--- config.mk ---
export PLATFORM = sky130hd
export DESIGN_NAME = rr_encoder_flat
export DESIGN_NICKNAME = d
export VERILOG_FILES = /design/src/rtl/rr_encoder_pkg.sv /design/src/rtl/rr_encoder_if.sv /design/src/rtl/rr_pick.sv /design/src/rtl/rr_encoder.sv /design/src/flat_wrapper.sv
export SDC_FILE = /design/constraint.sdc
export NUM_CORES = 1
export LEC_CHECK = 0
export ABC_AREA = 0
export CORE_ASPECT_RATIO = 0.9
export CORE_MARGIN = 1
export CORE_UTILIZATION = 40
export CTS_CLUSTER_SIZE = 14
export DETAILED_ROUTE_END_ITERATION = 6
export PLACE_DENSITY_LB_ADDON = 0.25
export SLEW_MARGIN = 20
export SYNTH_ARGS = -nofsm -noshare
export SYNTH_HDL_FRONTEND = slang
export SYNTH_SLANG_ARGS = --single-unit
--- constraint.sdc ---
create_clock -name clk -period 2.9 [get_ports clk]
set_clock_uncertainty 0.2 [all_clocks]
set_input_delay 0.29 -clock clk [delete_from_list [all_inputs] [get_ports clk]]
set_output_delay 0.29 -clock clk [all_outputs]
set_load 0.02 [all_outputs]
--- src/rtl/rr_encoder_pkg.sv ---
// Shared types for the round-robin encoder: FSM state encoding.
// Optional feature macro: RR_ENCODER_FIXED_PRIORITY_EN (see rr_encoder.sv).
package rr_encoder_pkg;

    typedef enum logic {
        IDLE = 1'b0,
        HOLD = 1'b1
    } rr_state_e;

endpackage

--- src/rtl/rr_encoder_if.sv ---
// Request/grant bus of the round-robin encoder; master = encoder, slave = requesters + consumer.
interface rr_encoder_if #(
    parameter int INPUT_WIDTH = 3
);
    localparam int SELECTOR_WIDTH = $clog2(INPUT_WIDTH);

    logic [INPUT_WIDTH-1:0]    req;
    logic                      valid;
    logic                      ready;
    logic [SELECTOR_WIDTH-1:0] index;
    logic [INPUT_WIDTH-1:0]    grant;

    // valid/ready: a transfer happens on a rising clk edge where valid && ready;
    // once valid rises, index/grant are held until that edge; ready with valid=0 is ignored.
    modport master (input req, input ready, output valid, output index, output grant);
    modport slave  (output req, output ready, input valid, input index, input grant);

endinterface

--- src/rtl/rr_pick.sv ---
// Combinational rotate-scan: first set req bit at or above pointer, wrapping to bit 0.
module rr_pick #(
    parameter  int INPUT_WIDTH    = 3,
    localparam int SELECTOR_WIDTH = $clog2(INPUT_WIDTH)
) (
    input  logic [INPUT_WIDTH-1:0]    req,
    input  logic [SELECTOR_WIDTH-1:0] pointer,
    output logic                      any,
    output logic [SELECTOR_WIDTH-1:0] pick
);

    int                        idx;
    logic [SELECTOR_WIDTH-1:0] cand;

    always_comb begin
        any  = 1'b0;
        pick = '0;
        idx  = 0;
        cand = '0;
        for (int k = 0; k < INPUT_WIDTH; k++) begin
            // Explicit wrap so non-power-of-2 widths never produce an out-of-range candidate.
            idx = int'(pointer) + k;
            if (idx >= INPUT_WIDTH) idx = idx - INPUT_WIDTH;
            cand = SELECTOR_WIDTH'(idx);
            if (!any && req[cand]) begin
                any  = 1'b1;
                pick = cand;
            end
        end
    end

endmodule

--- src/rtl/rr_encoder.sv ---
// Round-robin encoder: registers one granted index/one-hot grant and holds it until handshake.
// Define RR_ENCODER_FIXED_PRIORITY_EN to drop the pointer and always pick the lowest set req bit.
module rr_encoder
    import rr_encoder_pkg::*;
#(
    parameter int INPUT_WIDTH = 3
) (
    input  logic         clk,
    input  logic         rst,
    rr_encoder_if.master bus,
    output rr_state_e    dbg_state
);

    localparam int SELECTOR_WIDTH = $clog2(INPUT_WIDTH);

    rr_state_e                 state_q, state_d;
    logic                      valid_q, valid_d;
    logic [SELECTOR_WIDTH-1:0] index_q, index_d;
    logic [INPUT_WIDTH-1:0]    grant_q, grant_d;
    logic [SELECTOR_WIDTH-1:0] pointer;
    logic [SELECTOR_WIDTH-1:0] pick;
    logic                      any;
    logic                      handshake;

    rr_pick #(.INPUT_WIDTH(INPUT_WIDTH)) u_pick (
        .req     (bus.req),
        .pointer (pointer),
        .any     (any),
        .pick    (pick)
    );

    assign handshake = (state_q == HOLD) && bus.ready;

    always_comb begin
        state_d = state_q;
        valid_d = valid_q;
        index_d = index_q;
        grant_d = grant_q;
        case (state_q)
            IDLE: begin
                if (any) begin
                    index_d = pick;
                    grant_d = INPUT_WIDTH'(1) << pick;
                    valid_d = 1'b1;
                    state_d = HOLD;
                end
            end
            HOLD: begin
                // index keeps its value; only valid/grant drop.
                if (bus.ready) begin
                    valid_d = 1'b0;
                    grant_d = '0;
                    state_d = IDLE;
                end
            end
            default: state_d = IDLE;
        endcase
    end

    always_ff @(posedge clk or posedge rst) begin
        if (rst) begin
            state_q <= IDLE;
            valid_q <= 1'b0;
            index_q <= '0;
            grant_q <= '0;
        end else begin
            state_q <= state_d;
            valid_q <= valid_d;
            index_q <= index_d;
            grant_q <= grant_d;
        end
    end

`ifdef RR_ENCODER_FIXED_PRIORITY_EN
    assign pointer = '0;
`else
    logic [SELECTOR_WIDTH-1:0] pointer_q;

    always_ff @(posedge clk or posedge rst) begin
        if (rst) begin
            pointer_q <= '0;
        end else if (handshake) begin
            pointer_q <= (index_q == SELECTOR_WIDTH'(INPUT_WIDTH - 1)) ? '0 : index_q + 1'b1;
        end
    end

    assign pointer = pointer_q;
`endif

    assign bus.valid = valid_q;
    assign bus.index = index_q;
    assign bus.grant = grant_q;
    assign dbg_state = state_q;

endmodule

--- src/flat_wrapper.sv ---
// flat-port wrapper written by rule: the top's interface ports become plain ports
module rr_encoder_flat import rr_encoder_pkg::*;
#(
    parameter int INPUT_WIDTH = 3
)
  (clk, rst, dbg_state, bus_req, bus_ready, bus_valid, bus_index, bus_grant);
  rr_encoder_if #(.INPUT_WIDTH(INPUT_WIDTH)) bus_i ();
  input  logic clk;
  input  logic rst;
  output rr_state_e dbg_state;
  input wire logic [$bits(bus_i.req)-1:0] bus_req;
  input wire logic [$bits(bus_i.ready)-1:0] bus_ready;
  output wire logic [$bits(bus_i.valid)-1:0] bus_valid;
  output wire logic [$bits(bus_i.index)-1:0] bus_index;
  output wire logic [$bits(bus_i.grant)-1:0] bus_grant;
  assign bus_i.req = bus_req;
  assign bus_i.ready = bus_ready;
  assign bus_valid = bus_i.valid;
  assign bus_index = bus_i.index;
  assign bus_grant = bus_i.grant;
  rr_encoder #(.INPUT_WIDTH(INPUT_WIDTH)) u_core (.clk(clk), .rst(rst), .bus(bus_i), .dbg_state(dbg_state));
endmodule
Yosys cells after proc, flatten, opt, wreduce, memory -nomap -nowiden
Index checks and enable logic that the tools add are counted.
Word-level totals
  register bits after elaboration: 9
Cells by class
  add/sub/neg operators: 6
  $lt $le $gt $ge: 6
  equality and inequality tests: 3
  shift operators: 1
  multiplexer cells: 25
  bitwise gates (word level): 1
  reductions and logical operators: 7
Operators with widths (count)
  2-bit 2-to-1 mux: 7
  1-bit 2-to-1 mux: 10
  2-bit by 3-bit < comparator with 1-bit output (second input constant): 3
  1-bit binary-select mux with 2-bit select: 3
  3-bit by 2-bit >= comparator with 1-bit output (second input constant): 2
  3-bit 2-to-1 mux: 2
  3-bit case mux with 2 select lines: 1
  2-bit subtractor (second input constant): 3
  1-bit case mux with 2 select lines: 2
  2-bit AND reduction: 2
  2-bit by 1-bit adder with 3-bit output (second input constant): 1
  2-bit by 2-bit adder with 3-bit output (second input constant): 1
  1-bit logical AND: 3
  1-bit by 2-bit << shifter with 3-bit output (first input constant): 1
  2-bit by 1-bit adder with 2-bit output (second input constant): 1
  2-bit == test (second input constant): 1
  2-bit >= comparator (second input constant): 1
  1-bit logical NOT: 2
  2-bit by 1-bit != test with 1-bit output (second input constant): 1
  2-bit != test (second input constant): 1
  1-bit inverter: 1

Longest topological paths before layout
Gate-level depths: netlist of the first run.
  depth in word-level cells: 14
  mapped depth: 8
  mapped depth without buffers: 7

Hierarchy
Synthesis of the first run repeated with hierarchy kept, for this count alone.
Second synthesis, totals
  cell total of the unflattened synthesis: 58
  area, all modules: 625.6 um^2
By module, submodules not included
  rr_encoder: times used 1, cells an instance 26, area each 374.1 um^2, sequential area each 225.2 um^2
  rr_pick: times used 1, cells an instance 32, area each 251.5 um^2, sequential area each 0.0 um^2

Worst setup path after synthesis of the first run
OpenSTA, ideal clock, no wires.
  kind: register to register
  start: register u_core.pointer_q[0] (netlist: u_core.pointer[0])
  end: register u_core.index_q[1] (netlist: u_core.bus.index[1])
  setup time: 0.125 ns
  arrival time: 1.838 ns
  required time: 2.575 ns
  path slack: 0.737 ns
  stages on the path, launching flop included: 8
  cells stage by stage: dfrtp_1 > inv_1 > ha_1 > buf_2 > and2_2 > o32ai_1 > o31a_2 > mux2_4
On the way
  longest elaborated chain between the ends: 12
Ends and longest elaborated chain
  start, declared: RTL line rr_encoder.sv:77  | logic [SELECTOR_WIDTH-1:0] pointer_q;
  start signal, assigned: RTL line rr_encoder.sv:83  | pointer_q <= (index_q == SELECTOR_WIDTH'(INPUT_WIDTH - 1)) ? '0 : index_q + 1'b1;
  parallel branches: the longest is 12 deep, another holds 2-bit by 1-bit adder with 3-bit output
  end signal, assigned: RTL line rr_encoder.sv:69  | index_q <= index_d;
  end, declared: RTL line rr_encoder.sv:18  | logic [SELECTOR_WIDTH-1:0] index_q, index_d;
Parallel ways; which one is timed is not known. The select of a mux whose other input is x is not followed.
A chain may end at the register's enable or synchronous reset.

Worst setup path in the final report of the first run
  start: register u_core.pointer_q[0] (netlist: u_core.pointer[0])
  end: register u_core.index_q[0] (netlist: u_core.bus.index[0])
Same word-level chain as after synthesis.

==> run summary, run 1 <==
The tools report the number of pins exceeding their max-slew limit in the final report as 0. The global-route wire length before repair is 2.08 mm. For the pin with the worst max-slew slack, the measured transition is 0.484 ns.

The worst path in the final design needs a cycle of 2.34 ns, including I/O delays and setup. The tools report the fmax as 0.427 GHz. The number of enable-type register cells in the synthesized netlist came out at 0. Mux cell area share after synthesis: 9.43%. By startpoint and endpoint, the worst setup path is classified as register to register. For the worst setup path, the data arrival time is 2.29 ns.

Entering global routing, the biggest net connects 10 pins. Clock sink count: 9. The row count is 13, and the iteration count of the initial detailed-routing pass is 4. The run gives 0.811 as the weighted congestion at the end of routability-driven global placement. In the final design database the tool counted 91 nets. The setup-violating endpoint count in the final report was 0. The tools report the number of violations reported at the end of detailed-routing iteration 0 as 10. The cell sitting at the root of the clock tree is a sky130_fd_sc_hd__clkbuf_4.

By count the netlist is led by 9 x sky130_fd_sc_hd__dfrtp_1, 7 x sky130_fd_sc_hd__inv_1, 4 x sky130_fd_sc_hd__ha_1, 4 x sky130_fd_sc_hd__nand2_1. The most used standard cell by instance count after synthesis is sky130_fd_sc_hd__dfrtp_1. STA classifies the critical path endpoint as a register.

For the initial antenna violation count, the log shows 0. Of all nets on the critical path, the largest fanout is 9. Detailed placer's ending HPWL: 1.00 mm. In this run, synthesis produced a sequential element count of 9. STA classifies the critical path startpoint as a register. The hold violation total from the final report is 0, and the synthesis-to-layout area growth is 25.1%.

The logs give 43.5% for the starting utilization of the core area and 0 for the final antenna diode count. The total number of yosys warnings is 0, and the routed length per instance is 13.8 um. The filler cell count was 133; the area share of the largest cell type after synthesis was 35.4%. The number of H-tree levels came out at 1. Measured in cells, the most critical reg-to-reg path has a length of 6. The tools report the total grt overflow as 0. The synthesized net count was 75; the area of the core region was 0.00146 mm^2. The post-CTS clock slew at the launch and capture registers of the worst setup and hold paths was 0.06 ns. Summing the areas of all compound-gate instances in the mapped netlist gives 26.7% of the synthesized area.

The mean area per synthesized cell works out to 9.80 um^2. The endpoint identified for the worst register-to-register timing path is u_core.bus.index[0]. The number of top-level pins is 13, and the reported leakage power is 0.340 nW. For this run, the number of standard cells in the final layout without fillers is 95. The count of buffers added on input and output ports is 12. Worst flop-to-flop path startpoint: u_core.pointer[0]. The mapped netlist covers 637 um^2. For this design, the CTS-stage hold fixing added 0 buffers.

The number of setup buffers added after CTS is 0. The via count of the first global-routing pass was 469; the chip width was 44.1 um. Measured against its own limit, the worst slew margin works out to 67.4%. The run gives 17.7% as the global-route total usage across every layer. The post-route fraction of the period consumed by the critical path is 80.7%. The tools report the maximum clock path buffer count as 2. For this run, design rule violations remaining after detail routing come to 0. By area, the combinational part of the netlist is dominated by compound AO/OA/AOI/OAI gates. The tools report the instance count after placement with tap cells included as 91. The run gives 0.56 ns as the slack of the worst reg-to-reg path.

For this design the ratio of total power to cell area is 1060 mW/mm^2. The worst-case IR drop observed on VDD is 582 uV. Using the TritonRoute via totals, the vias-per-cell ratio works out to 5.41. Clock tree synthesis inserted a total of 3 buffers. The count of nets left with antenna violations once routing finished came out at 0. In this run, post-CTS repair resized a total of 0 instances. TritonCTS built the clock tree.

Xor and xnor area share after synthesis: 0%. Sequential cells were found to cover 35.4% of the synthesized design area. Setup repair after global routing left no endpoint under its margin. In the final layout, the share of cells above drive strength 1 is 15.0%. In the synthesized netlist the dominant register cell turns out to be sky130_fd_sc_hd__dfrtp_1. The synthesized netlist contains 31 unique library cells.

Across the run, the number of max-cap violations was 0. The later-pin clock latency in the skew report was 0.27 ns. The run gives 0.00176 mm^2 as the area enclosed by the die boundary.

Summing over every cut layer, the via total after detailed routing is 514. Of the total synthesized cell area, the portion taken by AND, OR, NAND and NOR gates is 15.7%. From bottom edge to top edge, the die measures 39.9 um. Synthesis produced 65 cells.

Adding up every negative setup slack in the final design gives 0 ns. Worst min-delay path category: input pin to asynchronous set/reset pin. Critical path capture point: u_core.bus.index[0]. Sorting the synthesized cells by area gives the leading types as sky130_fd_sc_hd__dfrtp_1 35%, sky130_fd_sc_hd__ha_1 7.9%, sky130_fd_sc_hd__mux2i_1 4.7%. In this run the worst setup path begins at u_core.pointer[0]. The run finished with clean final reports.

The synthesized netlist devotes 7.86% of its cell area to adder and majority cells. sky130_fd_sc_hd__dfrtp_1 takes more of the synthesized area than any other cell. Wires add up to 1.31 mm. The share of async-settable or async-resettable flops after synthesis is 100%, and the critical path required time is 2.85 ns.
[area by class of cell]
cell class	instances	area [um^2]	area share [%]
Clock buffer	4	26.3	3.30
Inverter	7	26.3	3.30
Multi-Input combinational cell	48	380	47.7
Sequential cell	9	225	28.3
Tap cell	15	18.8	2.35
Timing Repair Buffer	12	120	15.1
[worst min-delay path by stage]
stage	startpoint	endpoint	slack [ns]	depth (start not counted)
CTS	rst	u_core.bus.valid	0.09	2
global placement	u_core.bus.valid	u_core.bus.valid	0.27	1
floorplan	rst	u_core.bus.grant[0]	-0.08	1
finish	rst	u_core.pointer[1]	0.08	2
detailed placement	u_core.bus.valid	u_core.bus.valid	0.27	1
global route	rst	u_core.bus.valid	0.15	2
[report_power, final]
group | internal [mW] | switching, mW | total, mW
registers | 0.179 | 0.0437 | 0.222
logic | 0.246 | 0.274 | 0.520
clock network | 0.0532 | 0.0460 | 0.0991
[logic make-up after synthesis]
family,after synthesis
AND/OR/NAND/NOR,18
multiplexers,5
adder cells (fa/ha/maj),4
buffers and inverters,8
AO/OA/AOI/OAI,21
flip-flops,9
[state kept, by name, summed over array words and instances, names as in the netlist]
name	flops
u_core.dbg_state	1
u_core.pointer	2
u_core.bus.valid	1
u_core.bus.index	2
u_core.bus.grant	3
[critical path: stages, from the launching register on]
cell and delay (ns):
sky130_fd_sc_hd__dfrtp_1 0.40, sky130_fd_sc_hd__inv_1 0.08, sky130_fd_sc_hd__ha_1 0.43, sky130_fd_sc_hd__and2_2 0.23
sky130_fd_sc_hd__o32ai_1 0.29, sky130_fd_sc_hd__o31a_2 0.28, sky130_fd_sc_hd__mux2_4 0.31
[per-stage QoR]
| step | power, mW | setup slack [ns] | hold WS [ns] | area, um^2 | util [%] |
|---|---|---|---|---|---|
| CTS | 0.847 | 0.572 | 0.0915 | 797 | 54.4 |
| finish | 0.842 | 0.561 | 0.0794 | 797 | 54.4 |
| detailed placement | 0.746 | 0.572 | 0.274 | 771 | 52.6 |
| global placement | 0.737 | 0.579 | 0.269 | 771 | 52.6 |
| global route | 0.907 | 0.460 | 0.147 | 797 | 54.4 |
| floorplan | 0.592 | 0.737 | -0.0821 | 637 | - |
[routing by layer]
metal / vias to the layer above / routed length, um / track usage, %
li1: 267 / - / -
met1: 238 / 677 / 23.4
met2: 7 / 575 / 26.8
met3: 2 / 51 / 8.29
met4: 0 / 6 / 2.27
met5: - / 0 / 0
[placed cells by master (no fill, tap or decap), types with 3 or more instances in the layout]
cell                               n
sky130_fd_sc_hd__clkbuf_4          3
sky130_fd_sc_hd__clkdlybuf4s50_1  12
sky130_fd_sc_hd__dfrtp_1           9
sky130_fd_sc_hd__ha_1              4
sky130_fd_sc_hd__inv_1             7
sky130_fd_sc_hd__mux2i_1           3
sky130_fd_sc_hd__nand2_1           4
sky130_fd_sc_hd__nand2b_1          3
sky130_fd_sc_hd__o21ai_0           3
Power figures use the tool's default switching activity.
==> inputs of run 2 (changes only) <==
==> constraint.sdc (replaced) <==
create_clock -name clk -period 2.2 [get_ports clk]
set_clock_uncertainty 0.2 [all_clocks]
set_input_delay 0.22 -clock clk [delete_from_list [all_inputs] [get_ports clk]]
set_output_delay 0.22 -clock clk [all_outputs]
set_load 0.02 [all_outputs]
==> run 2 against run 1 <==
Combinational power rose by 59%. Final area rose by 12%. Sequential share of layout area fell by 2.9 points. Worst hold slack got worse by 0.063 ns. Largest cell class unchanged. Cell count rose by 5.3%.
==> run summary, run 2 (synthesis results as in run 1) <==
The flow ran to the end, and the final reports show no timing, DRC or antenna violations. For the total CTS buffers, the log shows 3 (unchanged). The area growth from synthesis to layout is 40.1%. The setup-violating endpoint count in the final report came out at 0 (unchanged). The post-detailed-routing wire length is 1.39 mm (+5.8%). The logs give 0.00146 mm^2 (unchanged) for the area of the core region and 0.26 ns (about the same) for the later-pin clock latency in the skew report.

For the arrival time at the worst endpoint, the log shows 2.09 ns (-0.20 ns). The worst relative slew slack was 77.9% (+11 points); the count of nets after finishing was 96 (+5.5%). The logs give 2.14 ns (-0.71 ns) for the critical path required time and 43.5% (unchanged) for the starting utilization of the core area. The logs give 23.1% (-0.23 points) for the met1 usage in global routing and 525 (+12%) for the via count of the first global-routing pass. The routed length per instance was 13.9 um (+0.51%); the fmax was 0.466 GHz (+8.9%). The detailed placer's ending HPWL was 1.08 mm (+8.4%); the weighted congestion at the end of routability-driven global placement was 0.742 (-8.5%). The number of top-level pins came out at 13 (unchanged). The tools report the global-route total usage across every layer as 18.1% (+0.39 points).

The critical path launch point type is a register. The filler-free cell count of the finished design was 100 (+5.3%). The largest fanout of any net on the critical path was 7 (-2). The global-route wire length before repair was 2.23 mm (+7.3%).

The die extent in y is 39.9 um (unchanged). The post-CTS clock slew at the launch and capture registers of the worst setup and hold paths works out to 0.06 ns (about the same). Number of flip-flops in the largest register: 3 (unchanged).

The count of antenna-violating nets left after detailed routing is 0 (unchanged). In the layout the commonest cells are 12 x sky130_fd_sc_hd__clkdlybuf4s50_1, 8 x sky130_fd_sc_hd__dfrtp_1, 6 x sky130_fd_sc_hd__inv_1. The share of layout cells above drive strength 1 works out to 30.6% (+16 points). The critical path in this run is classified as register to register. Iteration count of the initial detailed-routing pass: 4 (unchanged).

For the count of unresolved DRC violations after routing, the log shows 0 (unchanged). In this run the worst hold path is classified as input pin to asynchronous set/reset pin. The clock sink count is 9 (unchanged), and the area enclosed by the die boundary is 0.00176 mm^2 (unchanged). For the hold violation total from the final report, the log shows 0 (unchanged).

Total power density per cell area: 1390 mW/mm^2 (+32%). The tools report the maximum number of pins on one net before global-route repair as 10 (unchanged). The detailed-route via count was 551 (+7.2%); the post-route fraction of the period consumed by the critical path was 97.6% (+17 points). The most common library cell in the layout ignoring fill and taps is sky130_fd_sc_hd__clkdlybuf4s50_1. For the setup TNS, the log shows 0 ns (unchanged). The layer with the highest usage was met2.

STA classifies the critical path endpoint as a register. The chip width is 44.1 um (unchanged). The total of buffers placed on input and output ports works out to 12 (unchanged). The number of pins exceeding their max-slew limit in the final report was 0 (unchanged); the count of hold-fix buffers inserted at cts was 0 (unchanged).

The run gives 29.0% (+2.2 points) as the global-route track usage on met2. CTS placed an instance of sky130_fd_sc_hd__clkbuf_4 at the clock tree root. TritonCTS built the clock tree. The reported leakage power was 0.366 nW (+7.6%); the final critical delay including setup and external delays was 2.15 ns (-0.192 ns). Transition time of the tightest slew-check pin: 0.331 ns (-0.153 ns). The logs give 1 (unchanged) for the number of H-tree levels and 0.0168 ns (-0.0627 ns) for the final hold slack. The peak ir drop on the vdd network came out at 885 uV (+52%). The number of maximum-capacitance violations came out at 0 (unchanged). The initial antenna violation count was 0 (unchanged).

For the number of violations reported at the end of detailed-routing iteration 0, the log shows 17 (+7). Final antenna diode count: 0 (unchanged). Number of buffers inserted to repair setup after CTS: 0 (unchanged).

The filler cell count was 132 (-0.75%). The tools report the total grt overflow as 0 (unchanged). The run gives 13 (unchanged) as the row count. Maximum clock path buffer count: 2 (unchanged). The instance count after placement with tap cells included was 96 (+5.5%). The routed via count divided by cell count was 5.51 (+1.8%); the met3 capacity usage during global routing was 7.37% (-0.92 points).
[run 2: per-stage QoR]
step	setup WS (ns)	total power [mW]	utilization, %	area [um^2]
final	0.0528	1.24	60.9	892
after global routing	-0.0555	1.33	60.9	892
after CTS	0.0164	1.17	57.4	841
after detailed placement	-0.0409	1.03	55.2	808
after global placement	-0.0289	1.02	55.2	808
after floorplan	0.0372	0.780	-	637
[run 2: worst paths after layout]
kind,endpoint,cells past startpoint,slack (ns),start
worst max-delay path,u_core.bus.index[1],5,0.05,u_core.pointer[1]
worst max register to register,u_core.bus.index[1],5,0.05,u_core.pointer[1]
min in group clk,u_core.bus.valid,1,0.28,u_core.bus.valid
max in group asynchronous,u_core.pointer[1],2,1.52,rst
worst min register to register,u_core.bus.valid,1,0.28,u_core.bus.valid
worst min-delay path,u_core.pointer[0],2,0.02,rst
[run 2: layout make-up]
| class | instances | area, um^2 | area share [%] |
|---|---|---|---|
| inverters | 7 | 26.3 | 2.95 |
| clock buffers | 4 | 26.3 | 2.95 |
| repair buffers | 17 | 158 | 17.7 |
| multi-input cells | 48 | 437 | 48.9 |
| flip-flops and latches | 9 | 226 | 25.4 |
| well taps | 15 | 18.8 | 2.10 |
[run 2: power by group]
group	internal [mW]	switching, mW	leakage [nW]
sequential	0.237	0.0574	0.112
combinational	0.411	0.415	0.239
clock	0.0696	0.0533	0.0150
total	0.718	0.525	0.366
[run 2: repair_timing]
action	in CTS	in global routing
resized for setup	2	11
hold endpoints to repair	0	0
pin swaps	0	2
endpoints found under the setup margin	2	5
[run 2: critical path, cell delays in order, from the launching register on]
cell and delay [ns]:
sky130_fd_sc_hd__dfrtp_2 0.45, sky130_fd_sc_hd__ha_4 0.31, sky130_fd_sc_hd__mux2i_1 0.21, sky130_fd_sc_hd__o32ai_2 0.12, sky130_fd_sc_hd__o31a_2 0.43, sky130_fd_sc_hd__mux2_4 0.31
[run 2: per-layer routing]
layer | up-vias | wire length (um)
li1 | 277 | -
met2 | 9 | 636
met1 | 265 | 691
met5 | - | 0
met4 | 0 | 0
met3 | 0 | 58
